### config.mk
export PLATFORM = sky130hd
export DESIGN_NAME = sdr_cmd_seq
export DESIGN_NICKNAME = d
export VERILOG_FILES = /design/src/rtl/sdr_cmd_seq.sv
export SDC_FILE = /design/constraint.sdc
export NUM_CORES = 1
export LEC_CHECK = 0
export CORE_MARGIN = 2
export CORE_UTILIZATION = 40
export CTS_CLUSTER_SIZE = 10
export DETAILED_ROUTE_END_ITERATION = 12
export PLACE_DENSITY = 0.75
export SYNTH_ARGS = -nofsm -noshare
export SYNTH_HDL_FRONTEND = slang
export SYNTH_SLANG_ARGS = --single-unit
### constraint.sdc
create_clock -name sdram_clk -period 1.8 [get_ports sdram_clk]
set_input_delay 0.36 -clock sdram_clk [delete_from_list [all_inputs] [get_ports sdram_clk]]
set_output_delay 0.36 -clock sdram_clk [all_outputs]
set_load 0.01 [all_outputs]
### src/rtl/sdr_cmd_seq.sv
// SDR SDRAM command sequencer: runs the power-up init sequence, then turns
// accepted requests into registered pin commands with per-command spacing.
// Ports:
//   sdram_clk, sdram_reset          clock, synchronous active-high reset
//   cmd_valid/cmd_ready, cmd_op,    request handshake and command fields
//   cmd_ba, cmd_addr, cmd_wdata,
//   cmd_wmask
//   rd_valid, rd_data               read return strobe and data
//   init_done                       init sequence finished
//   sdr_*                           registered SDRAM pin outputs
//   pad_sdr_din                     SDRAM data pins in
module sdr_cmd_seq #(
    parameter int SDR_DW   = 16,
    parameter int SDR_BW   = 2,
    parameter int SDR_AW   = 13,
    parameter int CAS_LAT  = 3,
    parameter int T_RCD    = 3,
    parameter int T_RP     = 3,
    parameter int T_RFC    = 7,
    parameter int INIT_CYC = 100
) (
    input  logic              sdram_clk,
    input  logic              sdram_reset,
    input  logic              cmd_valid,
    output logic              cmd_ready,
    input  logic [2:0]        cmd_op,
    input  logic [1:0]        cmd_ba,
    input  logic [SDR_AW-1:0] cmd_addr,
    input  logic [SDR_DW-1:0] cmd_wdata,
    input  logic [SDR_BW-1:0] cmd_wmask,
    output logic              rd_valid,
    output logic [SDR_DW-1:0] rd_data,
    output logic              init_done,
    output logic              sdr_cke,
    output logic              sdr_cs_n,
    output logic              sdr_ras_n,
    output logic              sdr_cas_n,
    output logic              sdr_we_n,
    output logic [1:0]        sdr_ba,
    output logic [SDR_AW-1:0] sdr_addr,
    output logic [SDR_BW-1:0] sdr_dqm,
    output logic [SDR_DW-1:0] sdr_dout,
    output logic [SDR_BW-1:0] sdr_den_n,
    input  logic [SDR_DW-1:0] pad_sdr_din
);

    typedef enum logic [2:0] {
        INIT_WAIT, INIT_PRE, INIT_REF1, INIT_REF2, INIT_MRS, IDLE, WAIT
    } state_t;

    // {ras_n, cas_n, we_n}
    localparam logic [2:0] PIN_NOP = 3'b111;
    localparam logic [2:0] PIN_ACT = 3'b011;
    localparam logic [2:0] PIN_RD  = 3'b101;
    localparam logic [2:0] PIN_WR  = 3'b100;
    localparam logic [2:0] PIN_PRE = 3'b010;
    localparam logic [2:0] PIN_REF = 3'b001;
    localparam logic [2:0] PIN_MRS = 3'b000;

    // Wait counters count down to zero; the command fires on the zero cycle,
    // so loads are one less than the required spacing.
    localparam logic [15:0] INIT_LOAD = 16'(INIT_CYC);
    localparam logic [15:0] RP_LOAD   = 16'(T_RP - 1);
    localparam logic [15:0] RFC_LOAD  = 16'(T_RFC - 1);

    localparam logic [SDR_AW-1:0] ALL_BANKS = SDR_AW'(1024);
    localparam logic [SDR_AW-1:0] MRS_MODE  = SDR_AW'((CAS_LAT % 8) * 16);

    state_t             state;
    logic [15:0]        cnt;
    logic [CAS_LAT:0]   rd_pipe;

    logic [2:0]         op_pins;
    logic [15:0]        op_gap;
    logic               op_rd;
    logic               op_wr;
    logic               op_live;
    logic               accept;

    always_comb begin
        op_pins = PIN_NOP;
        op_gap  = 16'd1;
        op_rd   = 1'b0;
        op_wr   = 1'b0;
        case (cmd_op)
            3'd1: begin op_pins = PIN_ACT; op_gap = 16'(T_RCD); end
            3'd2: begin op_pins = PIN_RD;  op_rd = 1'b1; end
            3'd3: begin op_pins = PIN_WR;  op_wr = 1'b1; end
            3'd4: begin op_pins = PIN_PRE; op_gap = 16'(T_RP); end
            3'd5: begin op_pins = PIN_REF; op_gap = 16'(T_RFC); end
            3'd6: begin op_pins = PIN_MRS; op_gap = 16'd2; end
            default: ;
        endcase
    end

    assign op_live = (op_pins != PIN_NOP);
    assign accept  = cmd_valid & cmd_ready;

    always_ff @(posedge sdram_clk) begin
        if (sdram_reset) begin
            state     <= INIT_WAIT;
            cnt       <= INIT_LOAD;
            rd_pipe   <= '0;
            sdr_cke   <= 1'b0;
            sdr_cs_n  <= 1'b1;
            {sdr_ras_n, sdr_cas_n, sdr_we_n} <= PIN_NOP;
            sdr_ba    <= '0;
            sdr_addr  <= '0;
            sdr_dout  <= '0;
            sdr_dqm   <= '1;
            sdr_den_n <= '1;
            cmd_ready <= 1'b0;
            rd_valid  <= 1'b0;
            rd_data   <= '0;
            init_done <= 1'b0;
        end else begin
            sdr_cke   <= 1'b1;
            sdr_cs_n  <= 1'b0;
            {sdr_ras_n, sdr_cas_n, sdr_we_n} <= PIN_NOP;
            sdr_ba    <= '0;
            sdr_addr  <= '0;
            sdr_dout  <= '0;
            sdr_dqm   <= '0;
            sdr_den_n <= '1;

            // Bit 0 is set during the RD pin cycle; the top bit marks the
            // cycle whose ending edge captures the pad data.
            rd_pipe  <= {rd_pipe[CAS_LAT-1:0], accept & op_rd};
            rd_valid <= rd_pipe[CAS_LAT];
            if (rd_pipe[CAS_LAT])
                rd_data <= pad_sdr_din;

            case (state)
                INIT_WAIT: begin
                    if (cnt == 16'd0) begin
                        {sdr_ras_n, sdr_cas_n, sdr_we_n} <= PIN_PRE;
                        sdr_addr <= ALL_BANKS;
                        cnt      <= RP_LOAD;
                        state    <= INIT_PRE;
                    end else begin
                        cnt <= cnt - 16'd1;
                    end
                end
                INIT_PRE: begin
                    if (cnt == 16'd0) begin
                        {sdr_ras_n, sdr_cas_n, sdr_we_n} <= PIN_REF;
                        cnt   <= RFC_LOAD;
                        state <= INIT_REF1;
                    end else begin
                        cnt <= cnt - 16'd1;
                    end
                end
                INIT_REF1: begin
                    if (cnt == 16'd0) begin
                        {sdr_ras_n, sdr_cas_n, sdr_we_n} <= PIN_REF;
                        cnt   <= RFC_LOAD;
                        state <= INIT_REF2;
                    end else begin
                        cnt <= cnt - 16'd1;
                    end
                end
                INIT_REF2: begin
                    if (cnt == 16'd0) begin
                        {sdr_ras_n, sdr_cas_n, sdr_we_n} <= PIN_MRS;
                        sdr_addr <= MRS_MODE;
                        cnt      <= 16'd1;
                        state    <= INIT_MRS;
                    end else begin
                        cnt <= cnt - 16'd1;
                    end
                end
                INIT_MRS: begin
                    if (cnt == 16'd0) begin
                        init_done <= 1'b1;
                        cmd_ready <= 1'b1;
                        state     <= IDLE;
                    end else begin
                        cnt <= cnt - 16'd1;
                    end
                end
                IDLE: begin
                    if (accept) begin
                        if (op_live) begin
                            {sdr_ras_n, sdr_cas_n, sdr_we_n} <= op_pins;
                            sdr_ba   <= cmd_ba;
                            sdr_addr <= cmd_addr;
                        end
                        if (op_wr) begin
                            sdr_dout  <= cmd_wdata;
                            sdr_den_n <= '0;
                            sdr_dqm   <= ~cmd_wmask;
                        end
                        // Ready drops in the pin cycle and returns gap
                        // cycles after the acceptance cycle.
                        if (op_gap > 16'd1) begin
                            cmd_ready <= 1'b0;
                            cnt       <= op_gap - 16'd2;
                            state     <= WAIT;
                        end
                    end
                end
                WAIT: begin
                    if (cnt == 16'd0) begin
                        cmd_ready <= 1'b1;
                        state     <= IDLE;
                    end else begin
                        cnt <= cnt - 16'd1;
                    end
                end
                default: state <= INIT_WAIT;
            endcase
        end
    end

endmodule

==> results of run 1 <==
[registers in the layout, summed over array words and instances, names as in the netlist]
signal	cells
rd_data	16
rd_valid	1
cmd_ready	1
sdr_ba	2
sdr_ras_n	1
sdr_dqm	2
init_done	1
sdr_cas_n	1
rd_pipe	4
sdr_addr	13
state	3
cnt	16
sdr_cs_n	1
sdr_we_n	1
sdr_den_n	1
sdr_cke	1
sdr_dout	16
[worst min-delay path, delay by kind of cell]
| family | cells | cell delay [ps] |
|---|---|---|
| buffers and inverters | 2 | 290 |
| AND/OR/NAND/NOR | 1 | 50 |
[synth_stat cells (all sizes together), types with 2 or more instances]
library cell / n
a211oi: 7
nand2b: 6
nor3: 8
ha: 2
and2: 30
clkbuf: 9
nor4b: 3
a21boi: 2
a21oi: 22
a31oi: 3
a311oi: 7
o211ai: 2
mux2i: 17
nand2: 22
or2: 3
a41oi: 2
nor2: 36
xor2: 3
a21o: 2
o21ai: 16
inv: 6
nand3: 7
nor4: 4
dfxtp: 81
nor2b: 6
buf: 12
or3: 3
[power groups by stage]
stage	Combinational (mW)	Clock, mW	Sequential (mW)
global route	0.492	1.37	1.84
detailed placement	0.364	0	1.87
finish	0.463	1.27	1.84
floorplan	0.120	0	1.89
global placement	0.352	0	1.87
CTS	0.389	1.29	1.83
[kinds of logic (layout without fill, tap and decap cells)]
group	count (synthesis)	in the layout	synth area share, %
mux	17	17	5.28
simple gates	134	134	23.0
buf+inv	27	210	4.23
fa+ha+maj	2	2	0.777
flops	81	81	50.3
xor+xnor	3	3	0.816
compound gates	72	72	15.6
[metrics by stage]
| step | TNS (ps) | power [mW] |
|---|---|---|
| 3_5_place_dp | -5770 | 2.24 |
| 5_1_grt | -1050 | 3.70 |
| 4_1_cts | -72.0 | 3.52 |
| 2_1_floorplan | 0 | 2.01 |
| 3_3_place_gp | -4660 | 2.22 |
| 6_report | -344 | 3.57 |
[final cells by class]
cell class	instances	area, um2
clock buffers	10	138
inverters	6	22.5
repair buffers	188	1750
fillers	571	2330
flip-flops and latches	81	1630
clock inverters	6	52.6
well taps	102	128
multi-input cells	228	1720
[repair_timing]
item                                    CTS  global route
pin swaps                                10            25
hold buffers                              0             0
endpoints found under the setup margin   18            17
resized for setup                        24            41
endpoints found under the hold margin     0             0
buffers inserted                          5             9
[routing by layer]
layer  share of wire [%]  up-vias
li1                    -     1526
met1                  40     1496
met2                  52      131
met3                 5.8       25
met4                 2.3        0
met5                   0        -
[worst max-delay path by stage]
stage                         from              endpoint  slack, ps  cells after the start
3_3_place_gp             cmd_op[0]   cnt[6]$_SDFFE_PP1P_       -380                      6
3_5_place_dp             cmd_op[0]   cnt[6]$_SDFFE_PP1P_       -400                      6
4_1_cts        cnt[1]$_SDFFE_PP0P_   cnt[0]$_SDFFE_PP0P_        -50                      9
5_1_grt        cnt[1]$_SDFFE_PP0P_   cnt[1]$_SDFFE_PP0P_       -120                     10
2_1_floorplan  cnt[0]$_SDFFE_PP0P_  cnt[11]$_SDFFE_PP0P_          1                      8
6_report       cnt[1]$_SDFFE_PP0P_   cnt[1]$_SDFFE_PP0P_        -80                     10
==> impl_metrics.tcl, run 1 <==
set metrics [dict create \
    switchingPower_mw 0.929 \
    internal_power_mw 2.64 \
    coreArea_um2 7770 \
    synth_top_area_share_pct 50.3 \
    area_growth_syn_to_layout_pct 68.7 \
    hold_viol 0 \
    n_antenna_cell 0 \
    violations "setup timing" \
    ant_nets 0 \
    layout-drive-gt1-share_pct 28.1 \
    synthTopCellsByArea "dfxtp_1, and2_1, mux2i_1, nor2_1, a21oi_1" \
    h-tree-depth 3 \
    place.gp.congestion 0.926 \
    drv_slew 0 \
    start_kind "flip-flop" \
    post-dp-hpwl_um 6730 \
    crit_type "flip-flop to flip-flop" \
    p_seq_share_pct 51.5 \
    cap_violations 0 \
    vias 3178 \
    syn-cell-area_um2 3220 \
    setup_ws_ps -81.4 \
    path_clk_slew_ps 90 \
    synth-warning-count 0 \
    worstRegToRegCells 10 \
    final.min_clock_period_ps 1880 \
    final_cells 621 \
    clockPowerShare_pct 35.5 \
    clk_latency_ps 360 \
    hold_ws_ps 391 \
    pwr-share-comb_pct 13.0 \
    min_path_cells 3 \
    powerDensity_nw_per_um2 657 \
    ir_drop_v 0.000402 \
    firstDrtPassIters 4 \
    critPathMaxFanout 4 \
    cts_tree "yes" \
    hold_end "rd_pipe[0]$_SDFF_PP0_" \
    design.die.area_um2 8790 \
    final_common_cell "clkdlybuf4s50_1" \
    io_buffers 113 \
    final_cell_mix "clkdlybuf4s50_1, dfxtp_1, buf_4" \
    met1_usage_pct 25.5 \
    gr-usage-met2_pct 37.2 \
    clockRootBuffer "clkbuf_8" \
    antenna_found_initial 0 \
    grt_pass1_vias 3150 \
    status "finished with violations" \
    ios 114 \
    min-delay-start "cmd_op[0]" \
    initial_core_util_pct 41.5 \
    synth.distinct_cells 54 \
    synth_edf_count 0 \
    cp_top_family "simple AND/OR/NAND/NOR gates" \
    grtUsageMet3_pct 3.77 \
    timing.rr.end "cnt[1]$_SDFFE_PP0P_" \
    synth-async-reset-ratio_pct 0 \
    hp-class "input port to flip-flop" \
    setup_violations 10 \
    utilization_pct 70.0 \
    fin_crit_sh_pct 105 \
    dp.cells 591 \
    slew_headroom_pct 65.8 \
    drc 0 \
    fin_skew_ps 7.69 \
    crit_path_frequent_cell "buf_6" \
    synth_top_area_cell "dfxtp_1" \
    synth_seq_cells 81 \
    die_x_um 93.7 \
    crit_path_end_kind "flip-flop" \
    dr.first_iter.drc_count 202 \
    fmax_mhz 532 \
    cts_sinks 81 \
    r2r_slack_ps -80 \
    grt_pass1_wl_um 14800 \
    r2r_start "cnt[1]$_SDFFE_PP0P_" \
    die_h_um 93.7 \
    grtUsageTotal_pct 21.5 \
    cp.required_ps 2060 \
    seq_area_frac_synth_pct 50.3 \
    top_usage_layer "met2" \
    final_area_um2 5440 \
    slowest_stage "dfxtp_2" \
    rsz0062_at_grt "true" \
    p_leak_nw 2.04 \
    tightest_slew_ps 513 \
    cts_buffers 9 \
    drt-wirelength-per-cell_um 15.8 \
    grt_max_degree 17 \
    routed_wl_um 9790 \
    worstPathCellList "inv_2, ha_4, nor4b_4, and4_4, buf_6, buf_6, buf_4, nand3_1, a32oi_1, nor2_1" \
    max_stage_delay_ps 330 \
    dp_slack_ps -401 \
    switching_share_pct 26.0 \
    place_area_um2 4850 \
    core.rowCount 32 \
    syn-instance-count 336 \
    vias_per_cell 5.12 \
    worst_ep_arrival_time_ps 2140 \
    syn_area_per_cell_um2 9.59 \
    overflow 0 \
    nets 571 \
    cts_buffer_depth 2 \
    crit_buf_inv 4 \
    synth_nets 393 \
    synth-main-ff-cell "dfxtp_1" \
]
No activity file was read; power rests on OpenSTA's default activity.
==> inputs of run 2 (changes only) <==
CAP_MARGIN = 5   (was default)
CTS_BUF_LIST = sky130_fd_sc_hd__clkbuf_16   (was default)
==> impl_metrics.tcl, run 2 (synthesis gave the netlist of run 1 again) <==
set metrics [dict create \
    hold_ws_ps 454 \
    drt-wirelength-per-cell_um 16.1 \
    drv_slew 0 \
    layout-drive-gt1-share_pct 27.7 \
    nFillCells 563 \
    antenna_found_initial 0 \
    place.gp.congestion 0.926 \
    tightest_slew_ps 503 \
    cap_violations 0 \
    critPathMaxFanout 9 \
    grtUsageTotal_pct 21.5 \
    clockRootBuffer "clkbuf_16" \
    crit_type "flip-flop to flip-flop" \
    die_h_um 93.7 \
    utilization_pct 70.7 \
    hp-class "flip-flop to flip-flop" \
    status "finished with violations" \
    routed_wl_um 9970 \
    final_common_cell "clkdlybuf4s50_1" \
    ant_nets 0 \
    violations "setup timing" \
    h-tree-depth 3 \
    r2r_start "cnt[1]$_SDFFE_PP0P_" \
    cts_tree "yes" \
    powerDensity_nw_per_um2 729 \
    dp.cells 591 \
    clk_latency_ps 340 \
    final_cell_mix "clkdlybuf4s50_1, dfxtp_1, buf_4" \
    regArea_um2 1630 \
    firstDrtPassIters 5 \
    setup_ws_ps -101 \
    final_area_um2 5490 \
    final.min_clock_period_ps 1900 \
    crit_path_end_kind "flip-flop" \
    vias 3218 \
    dp_slack_ps -401 \
    p_leak_nw 2.05 \
    place_area_um2 4850 \
    fmax_mhz 526 \
    drc 0 \
    grt_max_degree 17 \
    die_x_um 93.7 \
    cts_sinks 81 \
    start_kind "flip-flop" \
    worstRegToRegCells 8 \
    multiInputGateArea_um2 1710 \
    area_growth_syn_to_layout_pct 70.5 \
    cts_buffers 9 \
    path_clk_slew_ps 70 \
    setup_violations 7 \
    coreArea_um2 7770 \
    design.die.area_um2 8790 \
    grt_pass1_vias 3158 \
    hold_viol 0 \
    ir_drop_v 0.000453 \
    crit_start "cnt[1]$_SDFFE_PP0P_" \
    vias_per_cell 5.20 \
    post-dp-hpwl_um 6730 \
    dr.first_iter.drc_count 324 \
    cts_buffer_depth 2 \
    overflow 0 \
    min_path_cells 1 \
    worst_ep_arrival_time_ps 2110 \
    final_cells 619 \
    min-delay-start "rd_pipe[1]$_SDFF_PP0_" \
    r2r_slack_ps -100 \
    fin_crit_sh_pct 106 \
    fin_skew_ps 6.32 \
    grt_pass1_wl_um 14700 \
    ios 114 \
    slew_headroom_pct 66.5 \
    rsz0062_at_grt "true" \
    nets 568 \
    reg.largest.list "cnt x16, rd_data x16, sdr_dout x16" \
    io_buffers 113 \
    hold_buffers 0 \
    initial_core_util_pct 41.5 \
    core.rowCount 32 \
    cp.required_ps 2010 \
]
run 2: routing by layer:
layer	share of wire, %	wire [um]	global-route usage, %	vias up
met5	0	0	0	-
met4	3.2	316	10.6	0
met3	7.0	693	4.65	35
met2	51	5110	37.0	167
met1	39	3850	25.1	1489
li1	-	-	-	1527
run 2: worst max-delay path: stages, from the launching register on:
cell and delay, ps:
dfxtp_2 330, inv_2 70, ha_4 130, nor4b_4 230, and4_4 330, a21oi_4 110, buf_4 170, a211oi_1 290
a211oi_1 100
run 2: path summary, 6_finish.rpt:
kind / endpoint
worst min register to register: rd_pipe[2]$_SDFF_PP0_
worst min-delay path: rd_pipe[2]$_SDFF_PP0_
worst max register to register: cnt[5]$_SDFFE_PP1P_
worst max-delay path: cnt[5]$_SDFFE_PP1P_
run 2: what timing repair did:
| item | CTS | global route |
|---|---|---|
| pin swaps | 12 | 26 |
| cloned | 0 | 0 |
| setup endpoints to repair | 18 | 17 |
| resized for setup | 23 | 41 |
| setup buffers | 6 | 6 |
run 2: power by group:
part	internal [mW]	total, mW	switching [mW]
registers	1.82	1.84	0.0229
logic	0.256	0.448	0.192
clock network	0.945	1.71	0.769
run 2: per-stage QoR:
| stage | power [mW] | setup TNS (ps) |
|---|---|---|
| 6_report | 4.00 | -297 |
| 5_1_grt | 4.14 | -1140 |
| 4_1_cts | 3.97 | -6.93 |
| 3_5_place_dp | 2.24 | -5770 |
| 3_3_place_gp | 2.22 | -4660 |
| 2_1_floorplan | 2.01 | 0 |
run 2: cell type report:
| cell class | count | share of cell area (%) |
|---|---|---|
| inverter | 6 | 0.410 |
| timing repair buffer | 185 | 31.2 |
| multi-input combinational | 228 | 31.2 |
| antenna | 1 | 0.0455 |
| tap | 102 | 2.32 |
| sequential | 81 | 29.7 |
| clock inverter | 7 | 1.02 |
| clock buffer | 9 | 4.10 |
==> inputs of run 3 (changes only) <==
SLEW_MARGIN = 10   (was default)
==> results of run 3 <==
Final layout, timing and power as in run 2 (identical DEF).
